===== src/rtl/wb_arb_pkg.sv =====
// Shared types and default widths for the two-master Wishbone arbiter.
//   arb_state_t  : arbiter FSM states (idle / bus owned / aborted on slave timeout)
//   master_idx_t : index of a master (0 = core data port, 1 = secondary master)
//   onehot()     : converts a master index to the one-hot grant vector
package wb_arb_pkg;

  typedef enum logic [1:0] {StIdle, StOwn, StAbort} arb_state_t;

  typedef logic [0:0] master_idx_t;

  localparam int unsigned DefAw       = 30;
  localparam int unsigned DefDw       = 32;
  localparam int unsigned DefMaxOutst = 4;
  localparam int unsigned DefTimeout  = 1024;

  function automatic logic [1:0] onehot(master_idx_t idx);
    return idx[0] ? 2'b10 : 2'b01;
  endfunction

endpackage


===== src/rtl/wb_arb_tracker.sv =====
// Outstanding-request counter and slave-timeout timer for the bus owner.
//   clk_i, rst_ni : clock, asynchronous active-low reset
//   accept_i      : a request was accepted by the fabric this cycle
//   resp_i        : an ack/err for an outstanding request arrived this cycle
//   clear_i       : drop all tracking (owner leaving the bus, abort, idle)
//   cap_o         : outstanding count is at MaxOutst; owner must be stalled
//   empty_o       : nothing outstanding; responses must be dropped
//   timeout_o     : outstanding requests went Timeout cycles without a response
module wb_arb_tracker #(
  parameter int unsigned MaxOutst = 4,
  parameter int unsigned Timeout  = 1024
) (
  input  logic clk_i,
  input  logic rst_ni,
  input  logic accept_i,
  input  logic resp_i,
  input  logic clear_i,
  output logic cap_o,
  output logic empty_o,
  output logic timeout_o
);

  localparam int unsigned OW = $clog2(MaxOutst + 1);
  localparam int unsigned TW = (Timeout > 1) ? $clog2(Timeout) : 1;

  logic [OW-1:0] outst_q, outst_d;
  logic [TW-1:0] timer_q, timer_d;

  assign cap_o     = (outst_q == OW'(MaxOutst));
  assign empty_o   = (outst_q == '0);
  assign timeout_o = (timer_q == TW'(Timeout - 1));

  always_comb begin
    outst_d = outst_q;
    timer_d = timer_q;
    if (clear_i) begin
      outst_d = '0;
      timer_d = '0;
    end else begin
      // Simultaneous accept and response leaves the count unchanged; guards stop any wrap.
      if (accept_i && !resp_i && !cap_o) begin
        outst_d = outst_q + OW'(1);
      end else if (resp_i && !accept_i && !empty_o) begin
        outst_d = outst_q - OW'(1);
      end
      if (resp_i || empty_o) begin
        timer_d = '0;
      end else if (!timeout_o) begin
        timer_d = timer_q + TW'(1);
      end
    end
  end

  always_ff @(posedge clk_i or negedge rst_ni) begin
    if (!rst_ni) begin
      outst_q <= '0;
      timer_q <= '0;
    end else begin
      outst_q <= outst_d;
      timer_q <= timer_d;
    end
  end

endmodule


===== src/rtl/wb_bus_arbiter.sv =====
// Two-master round-robin arbiter for the shared pipelined Wishbone peripheral bus.
//   i_clk, i_resetn          : clock, asynchronous active-low reset
//   i_mN_* / o_mN_*          : master N (0 = core data port, 1 = loader/DMA) bus port
//   o_wb_* / i_wb_*          : single master-side port towards the decode/response fabric
//   o_grant                  : one-hot current owner
// One master owns the bus for as long as it holds cyc. Outstanding requests are capped at
// MAX_OUTST; a slave silent for TIMEOUT cycles aborts the cycle with a single err to the owner.
module wb_bus_arbiter
  import wb_arb_pkg::*;
#(
  parameter int unsigned AW        = DefAw,
  parameter int unsigned DW        = DefDw,
  parameter int unsigned MAX_OUTST = DefMaxOutst,
  parameter int unsigned TIMEOUT   = DefTimeout
) (
  input  logic            i_clk,
  input  logic            i_resetn,
  input  logic            i_m0_cyc,
  input  logic            i_m0_stb,
  input  logic            i_m0_we,
  input  logic [AW-1:0]   i_m0_addr,
  input  logic [DW-1:0]   i_m0_data,
  input  logic [DW/8-1:0] i_m0_sel,
  output logic            o_m0_stall,
  output logic            o_m0_ack,
  output logic            o_m0_err,
  output logic [DW-1:0]   o_m0_data,
  input  logic            i_m1_cyc,
  input  logic            i_m1_stb,
  input  logic            i_m1_we,
  input  logic [AW-1:0]   i_m1_addr,
  input  logic [DW-1:0]   i_m1_data,
  input  logic [DW/8-1:0] i_m1_sel,
  output logic            o_m1_stall,
  output logic            o_m1_ack,
  output logic            o_m1_err,
  output logic [DW-1:0]   o_m1_data,
  output logic            o_wb_cyc,
  output logic            o_wb_stb,
  output logic            o_wb_we,
  output logic [AW-1:0]   o_wb_addr,
  output logic [DW-1:0]   o_wb_data,
  output logic [DW/8-1:0] o_wb_sel,
  input  logic            i_wb_stall,
  input  logic            i_wb_ack,
  input  logic            i_wb_err,
  input  logic [DW-1:0]   i_wb_data,
  output logic [1:0]      o_grant
);

  arb_state_t  state_q, state_d;
  master_idx_t owner_q, owner_d;
  master_idx_t rr_q, rr_d;  // master favoured when both request together
  logic        err_first_q, err_first_d;

  logic            own_cyc, own_stb, own_we;
  logic [AW-1:0]   own_addr;
  logic [DW-1:0]   own_data;
  logic [DW/8-1:0] own_sel;

  logic fwd_stb, own_stall, fwd_ack, fwd_err;
  logic accept, resp, clear, cap, empty, timeout;

  // Owner's request signals, muxed on the registered owner only.
  assign own_cyc  = owner_q[0] ? i_m1_cyc  : i_m0_cyc;
  assign own_stb  = owner_q[0] ? i_m1_stb  : i_m0_stb;
  assign own_we   = owner_q[0] ? i_m1_we   : i_m0_we;
  assign own_addr = owner_q[0] ? i_m1_addr : i_m0_addr;
  assign own_data = owner_q[0] ? i_m1_data : i_m0_data;
  assign own_sel  = owner_q[0] ? i_m1_sel  : i_m0_sel;

  // Tracking is dropped whenever the next cycle will not be an owned bus cycle.
  assign clear = (state_q != StOwn) || !own_cyc || timeout;

  wb_arb_tracker #(
    .MaxOutst (MAX_OUTST),
    .Timeout  (TIMEOUT)
  ) u_tracker (
    .clk_i     (i_clk),
    .rst_ni    (i_resetn),
    .accept_i  (accept),
    .resp_i    (resp),
    .clear_i   (clear),
    .cap_o     (cap),
    .empty_o   (empty),
    .timeout_o (timeout)
  );

  always_comb begin
    state_d     = state_q;
    owner_d     = owner_q;
    rr_d        = rr_q;
    err_first_d = 1'b0;

    o_wb_cyc   = 1'b0;
    o_wb_stb   = 1'b0;
    o_wb_we    = 1'b0;
    o_wb_addr  = '0;
    o_wb_data  = '0;
    o_wb_sel   = '0;
    o_m0_stall = 1'b1;
    o_m0_ack   = 1'b0;
    o_m0_err   = 1'b0;
    o_m0_data  = '0;
    o_m1_stall = 1'b1;
    o_m1_ack   = 1'b0;
    o_m1_err   = 1'b0;
    o_m1_data  = '0;
    o_grant    = 2'b00;
    fwd_stb    = 1'b0;
    own_stall  = 1'b1;
    fwd_ack    = 1'b0;
    fwd_err    = 1'b0;
    accept     = 1'b0;
    resp       = 1'b0;

    unique case (state_q)
      StIdle: begin
        if (i_m0_cyc || i_m1_cyc) begin
          state_d = StOwn;
          owner_d = (i_m0_cyc && i_m1_cyc) ? rr_q : i_m1_cyc;
        end
      end

      StOwn: begin
        fwd_stb   = own_cyc && own_stb && !cap;
        own_stall = i_wb_stall || cap;
        accept    = fwd_stb && !i_wb_stall;
        // Responses with nothing outstanding are stray and never reach a master.
        fwd_ack   = i_wb_ack && !empty;
        fwd_err   = i_wb_err && !empty;
        resp      = fwd_ack || fwd_err;

        o_wb_cyc  = own_cyc;
        o_wb_stb  = fwd_stb;
        o_wb_we   = own_we;
        o_wb_addr = own_addr;
        o_wb_data = own_data;
        o_wb_sel  = own_sel;
        o_grant   = onehot(owner_q);

        if (owner_q[0]) begin
          o_m1_stall = own_stall;
          o_m1_ack   = fwd_ack;
          o_m1_err   = fwd_err;
          o_m1_data  = i_wb_data;
        end else begin
          o_m0_stall = own_stall;
          o_m0_ack   = fwd_ack;
          o_m0_err   = fwd_err;
          o_m0_data  = i_wb_data;
        end

        // Owner releasing cyc takes priority over a coincident timeout.
        if (!own_cyc) begin
          state_d = StIdle;
          rr_d    = ~owner_q;
        end else if (timeout) begin
          state_d     = StAbort;
          err_first_d = 1'b1;
        end
      end

      StAbort: begin
        o_grant = onehot(owner_q);
        if (owner_q[0]) begin
          o_m1_err = err_first_q;
        end else begin
          o_m0_err = err_first_q;
        end
        if (!own_cyc) begin
          state_d = StIdle;
          rr_d    = ~owner_q;
        end
      end

      default: begin
        state_d = StIdle;
      end
    endcase
  end

  always_ff @(posedge i_clk or negedge i_resetn) begin
    if (!i_resetn) begin
      state_q     <= StIdle;
      owner_q     <= '0;
      rr_q        <= '0;
      err_first_q <= 1'b0;
    end else begin
      state_q     <= state_d;
      owner_q     <= owner_d;
      rr_q        <= rr_d;
      err_first_q <= err_first_d;
    end
  end

endmodule


===== config.mk =====
export PLATFORM = sky130hd
export DESIGN_NAME = wb_bus_arbiter
export DESIGN_NICKNAME = d
export VERILOG_FILES = /design/src/rtl/wb_arb_pkg.sv /design/src/rtl/wb_arb_tracker.sv /design/src/rtl/wb_bus_arbiter.sv
export SDC_FILE = /design/constraint.sdc
export NUM_CORES = 1
export LEC_CHECK = 0
export BUFFER_PORTS_ARGS = -buffer_cell sky130_fd_sc_hd__buf_4
export CORE_AREA = 2 2 122 124
export CTS_CLUSTER_SIZE = 8
export DETAILED_ROUTE_END_ITERATION = 10
export DIE_AREA = 0 0 124 126
export PLACE_DENSITY_LB_ADDON = 0.3
export SETUP_SLACK_MARGIN = 0.4
export SYNTH_ARGS = -nofsm -noshare
export SYNTH_HDL_FRONTEND = slang
export SYNTH_SLANG_ARGS = --single-unit

===== constraint.sdc =====
create_clock -name i_clk -period 3.4 [get_ports i_clk]
set_input_delay 0.68 -clock i_clk [delete_from_list [all_inputs] [get_ports i_clk]]
set_output_delay 0.68 -clock i_clk [all_outputs]
set_load 0.005 [all_outputs]

# Word-level counts from Yosys, hierarchy flattened
# Cells that the tools add are included.
word_totals:
  register_bits: 18
  latch_bits: 0
  ram_bits: 0
  romBits: 0
  input_bits: 175
  output_inout_bits: 141
  elab_cells: 98
  memories: 0
op_classes:
  n_addsub: 3
  multipliers: 0
  n_div: 0
  n_lt_le_gt_ge: 0
  n_eq_ne: 9
  shift: 0
  muxes: 49
  bitwise_logic: 2
  n_reduce_logical: 29
ops:
  columns: ["op", "n"]
  rows:
  - ["two-way mux 32 bit", 6]
  - ["two-way mux 30 bit", 2]
  - ["two-way mux 10 bit", 3]
  - ["two-way mux 1 bit", 24]
  - ["two-way mux 2 bit", 6]
  - ["adder 10 x 1 -> 10 bit (second input constant)", 1]
  - ["== test 10 bit (second input constant)", 1]
  - ["logical AND 1 bit", 10]
  - ["two-way mux 3 bit", 3]
  - ["two-way mux 4 bit", 2]
  - ["logical NOT 1 bit", 6]
  - ["logical OR 1 bit", 6]
  - ["one-hot mux 2 bit (3 select lines)", 1]
  - ["!= test 2 bit (second input constant)", 2]
  - ["one-hot mux 1 bit (2 select lines)", 2]
  - ["AND reduction 2 bit", 2]
  - ["adder 3 x 1 -> 3 bit (second input constant)", 1]
  - ["== test 3 bit (second input constant)", 1]
  - ["logical NOT 3 bit", 1]
  - ["!= test 3 x 2 -> 1 bit (second input constant)", 1]
  - ["!= test 3 bit (second input constant)", 1]
  - ["AND reduction 3 bit", 1]
  - ["nonzero test 3 bit", 1]
  - ["subtractor 3 x 1 -> 3 bit (second input constant)", 1]
  - ["6 further kinds", 7]

# Depth between registers and ports, before layout
depth:
  depth_word: 11
  ltp_mapped: 10
  mapped_depth_nobuf: 9

# Hierarchy
# From an unflattened synthesis, not the netlist that was laid out.
unflattened:
  hier_cells: 359
  area_unflattened_um2: 2872.8
by_module_without_submodules:
  columns: ["module", "instances", "cells_each", "area_per_inst_um2", "seq_area_each_um2"]
  rows:
  - ["wb_bus_arbiter", 1, 279, 2080.7, 125.1]
  - ["wb_arb_tracker", 1, 80, 792.0, 325.3]

# Least setup slack after synthesis
# No wires, ideal clock.
synth_path:
  kind: "reg2reg"
  from: "register state_q[1]"
  to: "register u_tracker.outst_q[2]"
  setup_time_ps: 79
  t_arrival_ps: 2346
  required_ps: 3321
  path_slack_ps: 974
  path_stages_with_launch: 11
  n_path_buf: 1
  period_less_slack_ps: 2426
  cell_sequence: "dfrtp_1 > inv_1 > ha_1 > buf_4 > nand4_2 > a221oi_4 > nor2b_1 > fa_1 > or3b_2 > mux2i_1 > mux2i_1"
synth_between:
  elab_chain_len: 7
  word_cells_on_any_way: 15
  classes_between: "eq/ne: 2; mux: 4; reduce/logical: 9"
synth_lines:
  columns: ["element", "line_no", "text"]
  rows:
  - ["start, declared", "wb_bus_arbiter.sv:51", "arb_state_t state_q, state_d;"]
  - ["start signal, assigned", "wb_bus_arbiter.sv:185", "state_q <= StIdle;"]
  - ["start signal, assigned", "wb_bus_arbiter.sv:190", "state_q <= state_d;"]
  - ["== test 2 x 1 -> 1 bit", "wb_bus_arbiter.sv:117", "unique case (state_q)"]
  - ["two-way mux 1 bit", "wb_bus_arbiter.sv:117", null]
  - ["logical NOT 1 bit", "wb_arb_tracker.sv:41", "if (accept_i && !resp_i && !cap_o) begin"]
  - ["logical AND 1 bit (2 in series)", "wb_arb_tracker.sv:41", null]
  - ["two-way mux 3 bit", "wb_arb_tracker.sv:41", null]
  - ["two-way mux 3 bit", "wb_arb_tracker.sv:36", "if (clear_i) begin"]
  - ["end signal, assigned", "wb_arb_tracker.sv:59", "outst_q <= outst_d;"]
  - ["end, declared", "wb_arb_tracker.sv:26", "logic [OW-1:0] outst_q, outst_d;"]
# Several ways; a longest one is shown, not always the timed one.
# A chain may end at the register's enable or synchronous reset.

# Final worst setup path
layout_path:
  from: "register state_q[1]"
  to: "output o_m0_data[4]"
layout_between:
  elab_chain_len: 2
layout_lines:
  columns: ["element", "line_no", "text"]
  rows:
  - ["== test 2 x 1 -> 1 bit", "wb_bus_arbiter.sv:117", null]
  - ["two-way mux 32 bit", "wb_bus_arbiter.sv:117", null]
  - ["end, declared", "wb_bus_arbiter.sv:27", "output logic [DW-1:0] o_m0_data,"]
# No other way between the ends.

==> out/qor.log <==
[outcome] status complete, no violations
[logic_synthesis] share of async-settable or async-resettable flops after synthesis 100%
[timing] final hold violation count 0
[pwr] Peak VDD IR 534 uV
[logic_synthesis] synthesized netlist cell count 341
[logic_synthesis] sequential element share of the synthesized area 17.6%
[logic_synthesis] Post-Synthesis Mean Instance Area 7.49 um^2
[cells_and_area] most used cells in the layout excluding fill and tap cells 321 x sky130_fd_sc_hd__buf_4, 85 x sky130_fd_sc_hd__nor2_1, 72 x sky130_fd_sc_hd__mux2i_1, 34 x sky130_fd_sc_hd__and2_1, 32 x sky130_fd_sc_hd__and3_1
[place] placer's final routability congestion estimate 0.825
[routing] number of design-rule violations left by the first detailed-router iteration 119
[cells_and_area] diodes inserted 0
[logic_synthesis] synth unique cells 39
[cts] Clock Sinks 18
[global_route] fraction of met2 tracks used by global routing 27.3%
[global_route] antenna violations before repair 0
[setup_path] cell with the largest stage delay on the worst path sky130_fd_sc_hd__nor2_2
[routing] routed via count divided by cell count 4.38
[global_route] largest net degree at the start of global routing 72
[place] number of buffers added on ports 315
[routing] average detailed-routed wire length per instance 16.6 um
[cells_and_area] share of post-route cells with drive strength above 1 52.3%
[logic_synthesis] compound-cell area share of the yosys netlist 5.59%
[cells_and_area] Final Non-Filler Cells 824
[logic_synthesis] combinational family with the most area after synthesis simple AND/OR/NAND/NOR gates
[logic_synthesis] Simple-Gate Fraction of Synth Area 36.6%
[timing] Final Cycle Share 80.7%
[timing] worst rel slew slack 49.6%
[setup_path] classification of the worst setup path flop to output pin
[cts] clk_lat worst skew 0.25 ns
[setup_path] slack of the worst reg-to-reg path 0.75 ns
[floorplan] Floorplan Core Area 14300 um^2
[global_route] vias in the first global route 3463
[setup_path] series of cell instances along the critical path inv_1 -> ha_1 -> inv_2 -> nor2_2 -> buf_4 -> and2_1 -> buf_4
[logic_synthesis] area share of fa/ha/maj cells after synthesis 2.75%
[flow_run] Max Cap Violations 0
[cells_and_area] # fillers 1486
[pwr] Leakage Power 2.95 nW
[logic_synthesis] flip-flop and latch count after synthesis 18
[cts] Clk pin slew, worst setup/hold paths 0.05 ns
[cells_and_area] net count reported at finish 821
[global_route] wire length of the first global-routing pass 19.0 mm
[floorplan] vertical die dimension 126 um
[routing] total wirelength of the detailed-routed design 13.7 mm
[global_route] met3 Use GR 4.44%
[logic_synthesis] number of enable-type register cells in the synthesized netlist 0
[cts] post-CTS setup repair buffer count 0
[floorplan] Die ar. 15600 um^2
[timing] count of endpoints failing setup in the final report 0
[timing] worst-margin pin slew 0.755 ns
[cts] root buf cell sky130_fd_sc_hd__clkbuf_16
[routing] post-detailed-route DRC marker count 0
[cts] cts bufs inserted 3
[min_path] type of the worst min-delay path primary input to asynchronous set/reset pin
[cells_and_area] Area Overhead vs Synth 103%
[global_route] GRT Util Overall 15.7%
[cts] number of buffers between clock root and the deepest sink 2
[global_route] fraction of met1 tracks used by global routing 19.9%
[setup_path] terminus of the critical flop-to-flop path u_tracker.outst_q[2]
[floorplan] Std-Cell Rows 44
[cts] CTS tree built
[setup_path] crit-path max cell delay 0.44 ns
[global_route] busiest layer in global routing met2
[floorplan] horizontal die dimension 124 um
[timing] total count of max-transition violations in the final report 0
[routing] post-route ant nets 0
[setup_path] critical path required time 2.72 ns
[timing] sum of negative setup slack 0 ns
[setup_path] reg2reg start state_q[1]
[setup_path] largest fanout on the critical path 19
[logic_synthesis] share of the synthesized netlist area taken by xor and xnor gates 3.09%
[floorplan] initial core utilization 17.8%
[timing] min cycle time layout 2.74 ns
[logic_synthesis] most instantiated flip-flop cell in the synthesis netlist sky130_fd_sc_hd__dfrtp_1
[routing] total number of vias 3612
[timing] Max Fclk 364 MHz
[floorplan] I/O pin count 316
[cts] H-Tree Depth 1
[logic_synthesis] count of synthesis-stage warnings from yosys 0
[setup_path] category of the worst setup path launch point flop
[place] placed cell count 820
[logic_synthesis] mux share of post-synthesis cell area 28.7%
[setup_path] number of cell instances on the worst register-to-register path 9
[setup_path] most frequent CP cell sky130_fd_sc_hd__buf_4
[pwr] pwr/cell area 585 nW/um^2
[routing] first-pass detailed-route iteration total 4
[global_route] overall overflow remaining after global route 0
[logic_synthesis] synthesized net count 521
[logic_synthesis] synthesized cell area 2550 um^2
[timing] Layout Skew 0.00179 ns
[setup_path] crit end category output pin
[place] HPWL reported at the end of detailed placement 11.7 mm
[cells_and_area] most common library cell in the layout ignoring fill and taps sky130_fd_sc_hd__buf_4
[timing] unrepaired setup endpoints after global routing false
[setup_path] arrival time worst endpoint 2.06 ns
==> Yosys cell counts (2+ instances only) <==
cell type / n / area [um^2]
sky130_fd_sc_hd__nor2b_1: 2 / 12.5
sky130_fd_sc_hd__nor2_1: 86 / 323
sky130_fd_sc_hd__nand3_1: 4 / 20.0
sky130_fd_sc_hd__nand2b_1: 2 / 12.5
sky130_fd_sc_hd__mux2i_1: 72 / 721
sky130_fd_sc_hd__and4_1: 4 / 35.0
sky130_fd_sc_hd__dfrtp_1: 18 / 450
sky130_fd_sc_hd__xor2_1: 7 / 61.3
sky130_fd_sc_hd__xnor2_1: 2 / 17.5
sky130_fd_sc_hd__nand4_1: 2 / 12.5
sky130_fd_sc_hd__ha_1: 4 / 50.1
sky130_fd_sc_hd__inv_1: 7 / 26.3
sky130_fd_sc_hd__buf_2: 7 / 35.0
sky130_fd_sc_hd__and2_1: 34 / 213
sky130_fd_sc_hd__nor3_1: 3 / 15.0
sky130_fd_sc_hd__buf_4: 2 / 15.0
sky130_fd_sc_hd__a21oi_1: 4 / 20.0
sky130_fd_sc_hd__buf_1: 2 / 7.51
sky130_fd_sc_hd__o21ai_0: 3 / 15.0
sky130_fd_sc_hd__clkbuf_1: 15 / 56.3
sky130_fd_sc_hd__nand2_1: 12 / 45.0
sky130_fd_sc_hd__and3_1: 32 / 200
==> where the power goes <==
part / leakage, nW / internal, W / switching [W]
logic: 2.67 / 0.00126 / 0.00122
clock network: 0.0442 / 0.000179 / 0.0000839
registers: 0.242 / 0.000243 / 0.0000456
total: 2.95 / 0.00168 / 0.00135
==> stage by stage <==
stage                     hold slack [ns]  utilization [%]  area [um^2]  total power, W  setup slack [ns]
after detailed placement            0.478             35.5         5080         0.00280             0.531
after CTS                           0.299             36.1         5170         0.00307             0.554
final                               0.287             36.1         5170         0.00303             0.655
after global routing                0.307             36.1         5170         0.00328             0.473
after global placement              0.467             35.5         5080         0.00275             0.684
after floorplan                     0.384                -         2550         0.00151             0.974
==> worst max-delay path by stage <==
stage                from                   end  slack, ns  cells past startpoint
3_3_place_gp   state_q[1]          o_m0_data[6]       0.68                      7
4_1_cts        state_q[1]          o_m0_data[4]       0.55                      7
2_1_floorplan  state_q[1]  u_tracker.outst_q[2]       0.97                     10
6_report       state_q[1]          o_m0_data[4]       0.66                      7
3_5_place_dp   state_q[1]          o_m0_data[4]       0.53                      7
5_1_grt        state_q[1]          o_m0_data[4]       0.47                      7
==> logic make-up after synthesis <==
kind of cell / count (synthesis)
XOR/XNOR: 9
flip-flops: 18
AO/OA/AOI/OAI: 16
buffers and inverters: 34
adder cells (fa/ha/maj): 5
multiplexers: 73
AND/OR/NAND/NOR: 186
==> cell type report <==
class	instances	area [um^2]	share of cell area (%)
Clock buffer	4	88.8	1.72
Sequential cell	18	454	8.78
Multi-Input combinational cell	289	1960	37.9
Tap cell	184	230	4.45
Timing Repair Buffer	321	2410	46.6
Inverter	8	30.0	0.580
==> metal layers <==
metal	up-vias	wire length, um
met5	-	0
met3	9	1340
met4	0	88
li1	1754	-
met2	166	6540
met1	1683	5690
==> repair_timing <==
action	in CTS	in global routing
setup endpoints to repair	19	0
resized for setup	1	0
hold buffers	0	0
==> state kept, by name, indices dropped and copies added (netlist names) <==
signal,cells
owner_q,1
err_first_q,1
state_q,2
u_tracker.timer_q,10
u_tracker.outst_q,3
rr_q,1
==> critical path, delay by kind of cell (launching register included) <==
family / cells / cell delay, ns
simple gates: 2 / 0.60
buf+inv: 4 / 0.55
flops: 1 / 0.40
fa+ha+maj: 1 / 0.25
(Power assumes the default switching activity.)
